--- config.mk ---
export PLATFORM = sky130hd
export DESIGN_NAME = duck_motion_ctrl
export DESIGN_NICKNAME = d
export VERILOG_FILES = /design/src/rtl/duck_motion_ctrl.sv
export SDC_FILE = /design/constraint.sdc
export NUM_CORES = 1
export LEC_CHECK = 0
export BUFFER_PORTS_ARGS = -buffer_cell sky130_fd_sc_hd__clkbuf_2
export CORE_ASPECT_RATIO = 0.5
export CORE_UTILIZATION = 66
export DETAILED_ROUTE_END_ITERATION = 6
export GPL_TIMING_DRIVEN = 1
export PLACE_DENSITY = 0.86
export SLEW_MARGIN = 0
export SYNTH_ARGS = -nofsm -noshare
export SYNTH_HDL_FRONTEND = slang
export SYNTH_SLANG_ARGS = --single-unit
--- constraint.sdc ---
create_clock -name clk -period 5.6 [get_ports clk]
set_clock_uncertainty 0.05 [all_clocks]
set_input_delay 0.28 -clock clk [delete_from_list [all_inputs] [get_ports clk]]
set_output_delay 0.28 -clock clk [all_outputs]
set_load 0.05 [all_outputs]
--- src/rtl/duck_motion_ctrl.sv ---
// Duck position generator for the hunt screen.
// Produces the sprite top-left corner, facing and FSM state; a hit makes the duck
// fall, wait out a respawn delay, then re-enter at an LFSR-derived X position.
// Optional feature: define DUCK_ESCAPE_EN to let the duck escape off the top of
// the screen after FLIGHT_TICKS ticks of flight without a hit.
module duck_motion_ctrl #(
    parameter int unsigned SCREEN_W      = 1024,
    parameter int unsigned DUCK_WIDTH    = 96,
    parameter int unsigned DUCK_HEIGHT   = 60,
    parameter int unsigned GROUND_Y      = 600,
    parameter int unsigned SPEED_X       = 4,
    parameter int unsigned SPEED_Y       = 3,
    parameter int unsigned FALL_SPEED    = 6,
    parameter int unsigned TICK_DIV      = 1_083_333,
    parameter int unsigned RESPAWN_TICKS = 60,
    parameter int unsigned FLIGHT_TICKS  = 600
) (
    input  logic        clk,
    input  logic        rst_n,
    input  logic        hunt_start,
    input  logic        duck_hit,
    output logic [11:0] duck_xpos,
    output logic [11:0] duck_ypos,
    output logic        duck_dir,
    output logic [1:0]  duck_state,
    output logic        duck_visible,
    output logic        duck_escaped
);

    localparam logic [11:0] MaxX      = 12'(SCREEN_W - DUCK_WIDTH);
    localparam logic [11:0] FloorY    = 12'(GROUND_Y - DUCK_HEIGHT);
    localparam logic [11:0] IdleX     = 12'((SCREEN_W - DUCK_WIDTH) / 2);
    localparam logic [11:0] DuckW     = 12'(DUCK_WIDTH);
    localparam logic [11:0] SpeedX    = 12'(SPEED_X);
    localparam logic [11:0] SpeedY    = 12'(SPEED_Y);
    localparam logic [11:0] FallSpeed = 12'(FALL_SPEED);

    localparam int unsigned TickW  = (TICK_DIV > 1) ? $clog2(TICK_DIV) : 1;
    localparam logic [TickW-1:0] TickLast = TickW'(TICK_DIV - 1);

    // One counter serves both respawn delay and (optionally) flight duration.
    localparam int unsigned EvtMax = (RESPAWN_TICKS > FLIGHT_TICKS) ? RESPAWN_TICKS
                                                                    : FLIGHT_TICKS;
    localparam int unsigned EvtW   = (EvtMax > 1) ? $clog2(EvtMax + 1) : 1;

    localparam logic [15:0] LfsrSeed = 16'hACE1;
    localparam logic [15:0] LfsrMask = 16'hB400;  // x^16 + x^14 + x^13 + x^11 + 1

    typedef enum logic [1:0] {
        StIdle    = 2'b00,
        StFlying  = 2'b01,
        StFalling = 2'b10,
        StRespawn = 2'b11
    } state_e;

    state_e            state_q, state_d;
    logic [11:0]       x_q, x_d;
    logic [11:0]       y_q, y_d;
    logic              dir_q, dir_d;
    logic              up_q, up_d;
    logic              visible_q, visible_d;
    logic              escaped_q, escaped_d;
    logic [TickW-1:0]  tick_cnt_q, tick_cnt_d;
    logic [EvtW-1:0]   evt_cnt_q, evt_cnt_d;
    logic [15:0]       lfsr_q, lfsr_d;

    logic              tick;
    logic              evt_count_en;
    logic              escape_mode;
    logic              eff_up;
    logic [11:0]       spawn_x;
    logic [11:0]       step_x, step_y;
    logic              step_dir, step_up;

`ifdef DUCK_ESCAPE_EN
    assign evt_count_en = (state_q == StFlying) || (state_q == StRespawn);
    assign escape_mode  = (state_q == StFlying) && (evt_cnt_q >= EvtW'(FLIGHT_TICKS));
`else
    assign evt_count_en = (state_q == StRespawn);
    assign escape_mode  = 1'b0;
`endif

    assign tick   = (state_q != StIdle) && (tick_cnt_q == TickLast);
    // Escaping ducks only climb, so the bottom bounce can never trigger.
    assign eff_up = up_q | escape_mode;

    // Spawn column from the LFSR, folded back inside the playfield when too far right.
    always_comb begin
        spawn_x = {2'b00, lfsr_q[9:0]};
        if (spawn_x > MaxX) begin
            spawn_x = spawn_x - DuckW;
        end
    end

    // One flight step; edge tests come before the add/subtract so nothing wraps.
    always_comb begin
        step_x   = x_q;
        step_dir = dir_q;
        step_y   = y_q;
        step_up  = eff_up;
        if (dir_q) begin
            if (x_q > MaxX - SpeedX) begin
                step_x   = MaxX;
                step_dir = 1'b0;
            end else begin
                step_x = x_q + SpeedX;
            end
        end else begin
            if (x_q < SpeedX) begin
                step_x   = '0;
                step_dir = 1'b1;
            end else begin
                step_x = x_q - SpeedX;
            end
        end
        if (eff_up) begin
            if (y_q < SpeedY) begin
                step_y  = '0;
                step_up = 1'b0;
            end else begin
                step_y = y_q - SpeedY;
            end
        end else begin
            if (y_q > FloorY - SpeedY) begin
                step_y  = FloorY;
                step_up = 1'b1;
            end else begin
                step_y = y_q + SpeedY;
            end
        end
    end

    // Next-state, position and pulse logic; hunt_start low overrides everything.
    always_comb begin
        state_d   = state_q;
        x_d       = x_q;
        y_d       = y_q;
        dir_d     = dir_q;
        up_d      = up_q;
        escaped_d = 1'b0;
        if (!hunt_start) begin
            state_d = StIdle;
            x_d     = IdleX;
            y_d     = FloorY;
            dir_d   = 1'b0;
            up_d    = 1'b1;
        end else begin
            unique case (state_q)
                StIdle: begin
                    state_d = StFlying;
                    x_d     = spawn_x;
                    y_d     = FloorY;
                    dir_d   = lfsr_q[10];
                    up_d    = 1'b1;
                end
                StFlying: begin
                    // A hit freezes the position and wins over a same-cycle escape.
                    if (duck_hit) begin
                        state_d = StFalling;
                    end else if (tick) begin
                        x_d   = step_x;
                        dir_d = step_dir;
                        y_d   = step_y;
                        up_d  = step_up;
                        if (escape_mode && (step_y == '0)) begin
                            state_d   = StRespawn;
                            escaped_d = 1'b1;
                        end
                    end
                end
                StFalling: begin
                    if (tick) begin
                        if (y_q >= FloorY - FallSpeed) begin
                            y_d     = FloorY;
                            state_d = StRespawn;
                        end else begin
                            y_d = y_q + FallSpeed;
                        end
                    end
                end
                StRespawn: begin
                    if (tick && (evt_cnt_q == EvtW'(RESPAWN_TICKS - 1))) begin
                        state_d = StFlying;
                        x_d     = spawn_x;
                        y_d     = FloorY;
                        dir_d   = lfsr_q[10];
                        up_d    = 1'b1;
                    end
                end
                default: ;
            endcase
        end
        visible_d = (state_d == StFlying) || (state_d == StFalling);
    end

    // Tick divider, per-state tick counter and free-running LFSR.
    always_comb begin
        tick_cnt_d = tick_cnt_q + TickW'(1);
        if ((state_d != state_q) || (state_q == StIdle) || tick) begin
            tick_cnt_d = '0;
        end
        evt_cnt_d = evt_cnt_q;
        if (state_d != state_q) begin
            evt_cnt_d = '0;
        end else if (tick && evt_count_en && (evt_cnt_q != EvtW'(EvtMax))) begin
            evt_cnt_d = evt_cnt_q + EvtW'(1);
        end
        lfsr_d = {1'b0, lfsr_q[15:1]} ^ (lfsr_q[0] ? LfsrMask : 16'h0000);
    end

    // State and output registers with synchronous active-low reset.
    always_ff @(posedge clk) begin
        if (!rst_n) begin
            state_q    <= StIdle;
            x_q        <= IdleX;
            y_q        <= FloorY;
            dir_q      <= 1'b0;
            up_q       <= 1'b1;
            visible_q  <= 1'b0;
            escaped_q  <= 1'b0;
            tick_cnt_q <= '0;
            evt_cnt_q  <= '0;
            lfsr_q     <= LfsrSeed;
        end else begin
            state_q    <= state_d;
            x_q        <= x_d;
            y_q        <= y_d;
            dir_q      <= dir_d;
            up_q       <= up_d;
            visible_q  <= visible_d;
            escaped_q  <= escaped_d;
            tick_cnt_q <= tick_cnt_d;
            evt_cnt_q  <= evt_cnt_d;
            lfsr_q     <= lfsr_d;
        end
    end

    assign duck_xpos    = x_q;
    assign duck_ypos    = y_q;
    assign duck_dir     = dir_q;
    assign duck_state   = state_q;
    assign duck_visible = visible_q;
    assign duck_escaped = escaped_q;

endmodule

* Word-level counts from Yosys, hierarchy flattened *
Index checks and enable logic that the tools add are counted.

word-level totals
  register bits = 76

cells by class
  add/sub/neg operators = 8
  order comparisons = 6
  equality and inequality tests = 13
  mux-type cells = 38
  bitwise logic cells = 2
  reductions and logical operators = 15

operators with widths
  cell                     count
  $mux W12                 15
  $pmux W12 S4             1
  $pmux W12 S3             1
  $add A12 B3 Y12 const B  2
  $gt A12 B10 Y1 const B   2
  $add A21 B1 Y21 const B  1
  $eq A21 B21 Y1 const B   1
  $mux W16                 1
  $xor A15 B16 Y16         1
  $add A12 B2 Y12 const B  1
  $ge A12 B10 Y1 const B   1
  $lt A12 B2 Y1 const B    1
  $lt A12 B3 Y1 const B    1
  $mux W1                  12
  $sub A12 B2 Y12 const B  1
  $sub A12 B3 Y12 const B  1
  $sub A10 B7 Y11 const B  1
  $add A10 B1 Y10 const B  1
  $eq A10 B6 Y1 const B    1
  $gt A10 B10 Y1 const B   1
  $mux W2                  5
  $ne A10 B10 Y1 const B   1
  $pmux W2 S4              1
  $reduce_and A4 Y1        2
  other kinds (14)         26

* Depth between registers and ports, before layout *
  depth after elaboration = 10
  depth in mapped cells = 9

* Worst setup path before layout *
OpenSTA, ideal clock, no wires.

  path kind = register to register
  start point = register state_q[0], in the netlist duck_state[0]
  end point = register x_q[10], in the netlist duck_xpos[10]
  arrival time = 2.856 ns
  required time = 5.480 ns
  slack = 2.625 ns
  cell stages (with the launch flop) = 9
  buffers on the path = 0
  period minus slack after synthesis = 2.975 ns
  cell sequence = dfxtp_1 > inv_1 > ha_1 > nor3b_1 > nand4_4 > o31ai_2 > nand3_4 > or4b_1 > a21oi_1

between the ends
  word-level cells in the longest chain between the ends = 5

RTL lines
  item                         RTL line  text
  from (decl)                  56        state_e state_q, state_d;
  from (signal assigned)       214       state_q <= StIdle;
  from (signal assigned)       225       state_q <= state_d;
  $reduce_bool A2 Y1           83        assign tick = (state_q != StIdle) && (tick_cnt_q == TickLast);
  $logic_and A1 B1 Y1          83
  $logic_and A1 B1 Y1          182       if (tick && (evt_cnt_q == EvtW'(RESPAWN_TICKS - 1))) begin
  $ne A2 B1 Y1 (no line)       --
  $reduce_and A4 Y1 (no line)  --
  to (signal assigned)         215       x_q <= IdleX;
  to (decl)                    57        logic [11:0] x_q, x_d;

Several ways; a longest one is shown, not always the timed one.
A chain may end at the register's enable or synchronous reset.

* Final worst setup path *
  start point = register state_q[1], in the netlist duck_state[1]
  end point = register y_q[5], in the netlist duck_ypos[5]

between the ends
  word-level cells in the longest chain between the ends = 5

RTL lines
  item                         RTL line  text
  $reduce_bool A2 Y1           83
  $logic_and A1 B1 Y1          83
  $logic_and A1 B1 Y1          182
  $ne A2 B1 Y1 (no line)       --
  $reduce_and A4 Y1 (no line)  --
  to (signal assigned)         216       y_q <= FloorY;
  to (signal assigned)         227       y_q <= y_d;
  to (decl)                    58        logic [11:0] y_q, y_d;

Several ways; a longest one is shown, not always the timed one.

==> flow_summary.yaml <==
drt:
  wl_per_cell_um: 16.5
  first_iter_violations: 502
  wl_um: 11400
  drc: 0
  drt-vias-per-instance: 6.55
  ant_nets: 0
  dr.pass1.iters: 5
  vias: 4504
cts:
  post_cts_buffers: 0
  clockRootBuffer: "clkbuf_16"
  numCtsBuffers: 9
  cts_tree: "done"
  htree_levels: 3
  post_cts_resized: 0
  clk_pin_slew_ns: 0.06
  cts_max_path_buffers: 2
  ctsHoldBuffers: 0
  clock_latency_ns: 0.34
  cts.sinks: 76
global_route:
  grt_pass1_vias: 3940
  grt_antenna_before_repair: 0
  grt_start_max_net_pins: 25
  track_usage: 0.309
  grt-ovfl-total: 0
  grt_pass1_wl_um: 18600
floorplan:
  die_area_um2: 7600
  std_cell_rows: 21
  die_w_um: 122
  initial_core_util: 0.699
  dieHeight_um: 62.2
  io_pins: 33
  core_um2: 6830
pwr:
  power_leakage_nw: 1.90
  p_per_area_nw_per_um2: 259
  total_power_mw: 1.34
  ir_worst_vdd_mv: 0.166
placement:
  numPortBuffers: 31
  dp.final_hpwl_um: 7720
  gp_congestion: 0.937
yosys:
  yosysTopAreaCell: "dfxtp_1"
  ys_ff_latch: 76
  netlist_area_um2: 4780
  synthTopCellsByCount: "dfxtp_1, nor2_1, nand2_1"
  yosys_warnings: 0
  synth.most_common_cell: "dfxtp_1"
  synth_cells: 584
  yosys.area.top_type_share: 0.319
  yosysSeqAreaShare: 0.319
  netlist-cell-type-count: 79
  synth.area.top_cells: "dfxtp_1, nor2_1, ha_1, xnor2_1, nand2_1"
  async_flop_share: 0
  synth_enable_flop_cells: 0
  synth_flop_cell: "dfxtp_1"
  syn_avg_cell_area_um2: 8.18
  synth_nets: 607
final_layout:
  drive_gt1_frac: 0.119
  n_antenna_cell: 0
  fill_cells: 518
  area_growth_pct: 8.33
  nNetsFinal: 614
sta:
  hold-worst-slack_ns: 0.255
  hold_violations: 0
  tightest_slew_ns: 0.920
  rsz0062_at_grt: "no"
  max_freq_ghz: 0.327
  finalCriticalPeriod_ns: 3.06
  setup_viol: 0
  max_slew_margin: 0.385
  period_share: 0.546
  finalSetupTns_ns: 0
  maxSlewViolCount: 0
worst_setup_path:
  cp-start-kind: "flip-flop"
  path_class: "reg -> reg"
  cp_max_fo: 24
  required_ns: 5.83
  crit_arrival_ns: 3.28
  cp-end-kind: "flip-flop"
flow_run:
  drv_cap: 0
worst_hold_path:
  hold_path.class: "in -> reg"
outcome:
  status: "finished clean"
==> metal layers <==
layer | vias to the layer above | global-route usage | wire length, um
met5 | - | 0 | 0
met4 | 0 | 0.142 | 330
met3 | 42 | 0.0735 | 979
met2 | 227 | 0.489 | 5150
met1 | 2120 | 0.398 | 4890
li1 | 2115 | - | -
==> final timing paths <==
| path | to | startpoint | depth (start not counted) | slack (ns) |
|---|---|---|---|---|
| setup / recovery | duck_ypos[5] | duck_state[1] | 7 | 2.54 |
| hold / removal | lfsr_q[10] | rst_n | 2 | 0.26 |
| setup reg to reg | duck_ypos[5] | duck_state[1] | 7 | 2.54 |
| hold reg to reg | lfsr_q[11] | lfsr_q[12] | 1 | 0.36 |
==> state kept, by name, indices dropped and copies added, names as in the netlist <==
signal,cells
duck_dir,1
duck_state,2
duck_visible,1
duck_xpos,12
duck_ypos,12
eff_up,1
evt_cnt_q,10
lfsr_q,16
tick_cnt_q,21
==> through the flow <==
stage                util  setup slack [ns]  instance area, um2  cells
floorplan               -              2.62                4780    584
global placement    0.710              2.72                4850    672
detailed placement  0.710              2.64                4850    672
CTS                 0.757              2.59                5170    688
global route        0.757              2.31                5170    688
finish              0.757              2.54                5170    688
==> worst max-delay path, cell delays in order, from the launching register on <==
cell	delay (ns)
dfxtp_1	0.38
inv_1	0.12
ha_1	0.76
or4b_2	0.65
a211o_1	0.36
o22a_1	0.21
o311ai_0	0.28
a32o_1	0.18
==> power by group <==
part           leakage, nW  internal [mW]  total (mW)  switching (mW)
clock                0.159          0.402       0.629           0.227
combinational         1.12         0.0440       0.133          0.0886
sequential           0.619          0.555       0.578          0.0227
total                 1.90           1.00        1.34           0.338
==> final cells by class <==
class	count	area, um2	area share
clock buffers	10	239	0.0462
clock inverters	6	86.3	0.0167
inverters	23	86.3	0.0167
multi-input cells	449	2960	0.573
flip-flops and latches	76	1520	0.294
well taps	92	115	0.0222
repair buffers	32	163	0.0314
==> cell usage in the layout, fill, tap and decap left out, drive strengths merged, types with 3 or more instances in the layout <==
master  netlist  routed
nand2b       10      10
o31a          3       3
nand2        47      47
o21ai        28      28
o21a          5       5
o221ai        3       3
o211ai        7       7
nor2b         4       4
a221o         4       4
nand3        22      22
mux2i         4       4
nand4        13      13
xnor2        26      26
o22ai         5       5
nor2         65      65
clkbuf       30      41
nor4b         5       5
ha           19      19
a31o          3       3
inv          23      24
nor3         22      22
or3           4       4
and4          3       3
dfxtp        76      76
and2         17      17
a31oi         7       7
a21oi        25      25
or4           7       7
nor4          6       6
and3         15      15
xor2         18      18
o31ai         8       8
nor3b         3       3
==> kinds of logic (layout without fill, tap and decap cells) <==
| group | Yosys count | after routing | share of synthesized area |
|---|---|---|---|
| compound gates | 129 | 129 | 0.191 |
| xor+xnor | 44 | 44 | 0.0807 |
| fa+ha+maj | 19 | 19 | 0.0498 |
| buf+inv | 59 | 71 | 0.0610 |
| flops | 76 | 76 | 0.319 |
| mux | 5 | 5 | 0.0107 |
| other cells | 1 | 1 | 0.000785 |
| simple gates | 251 | 251 | 0.288 |
Note: power is estimated with default switching activity, not from simulation.
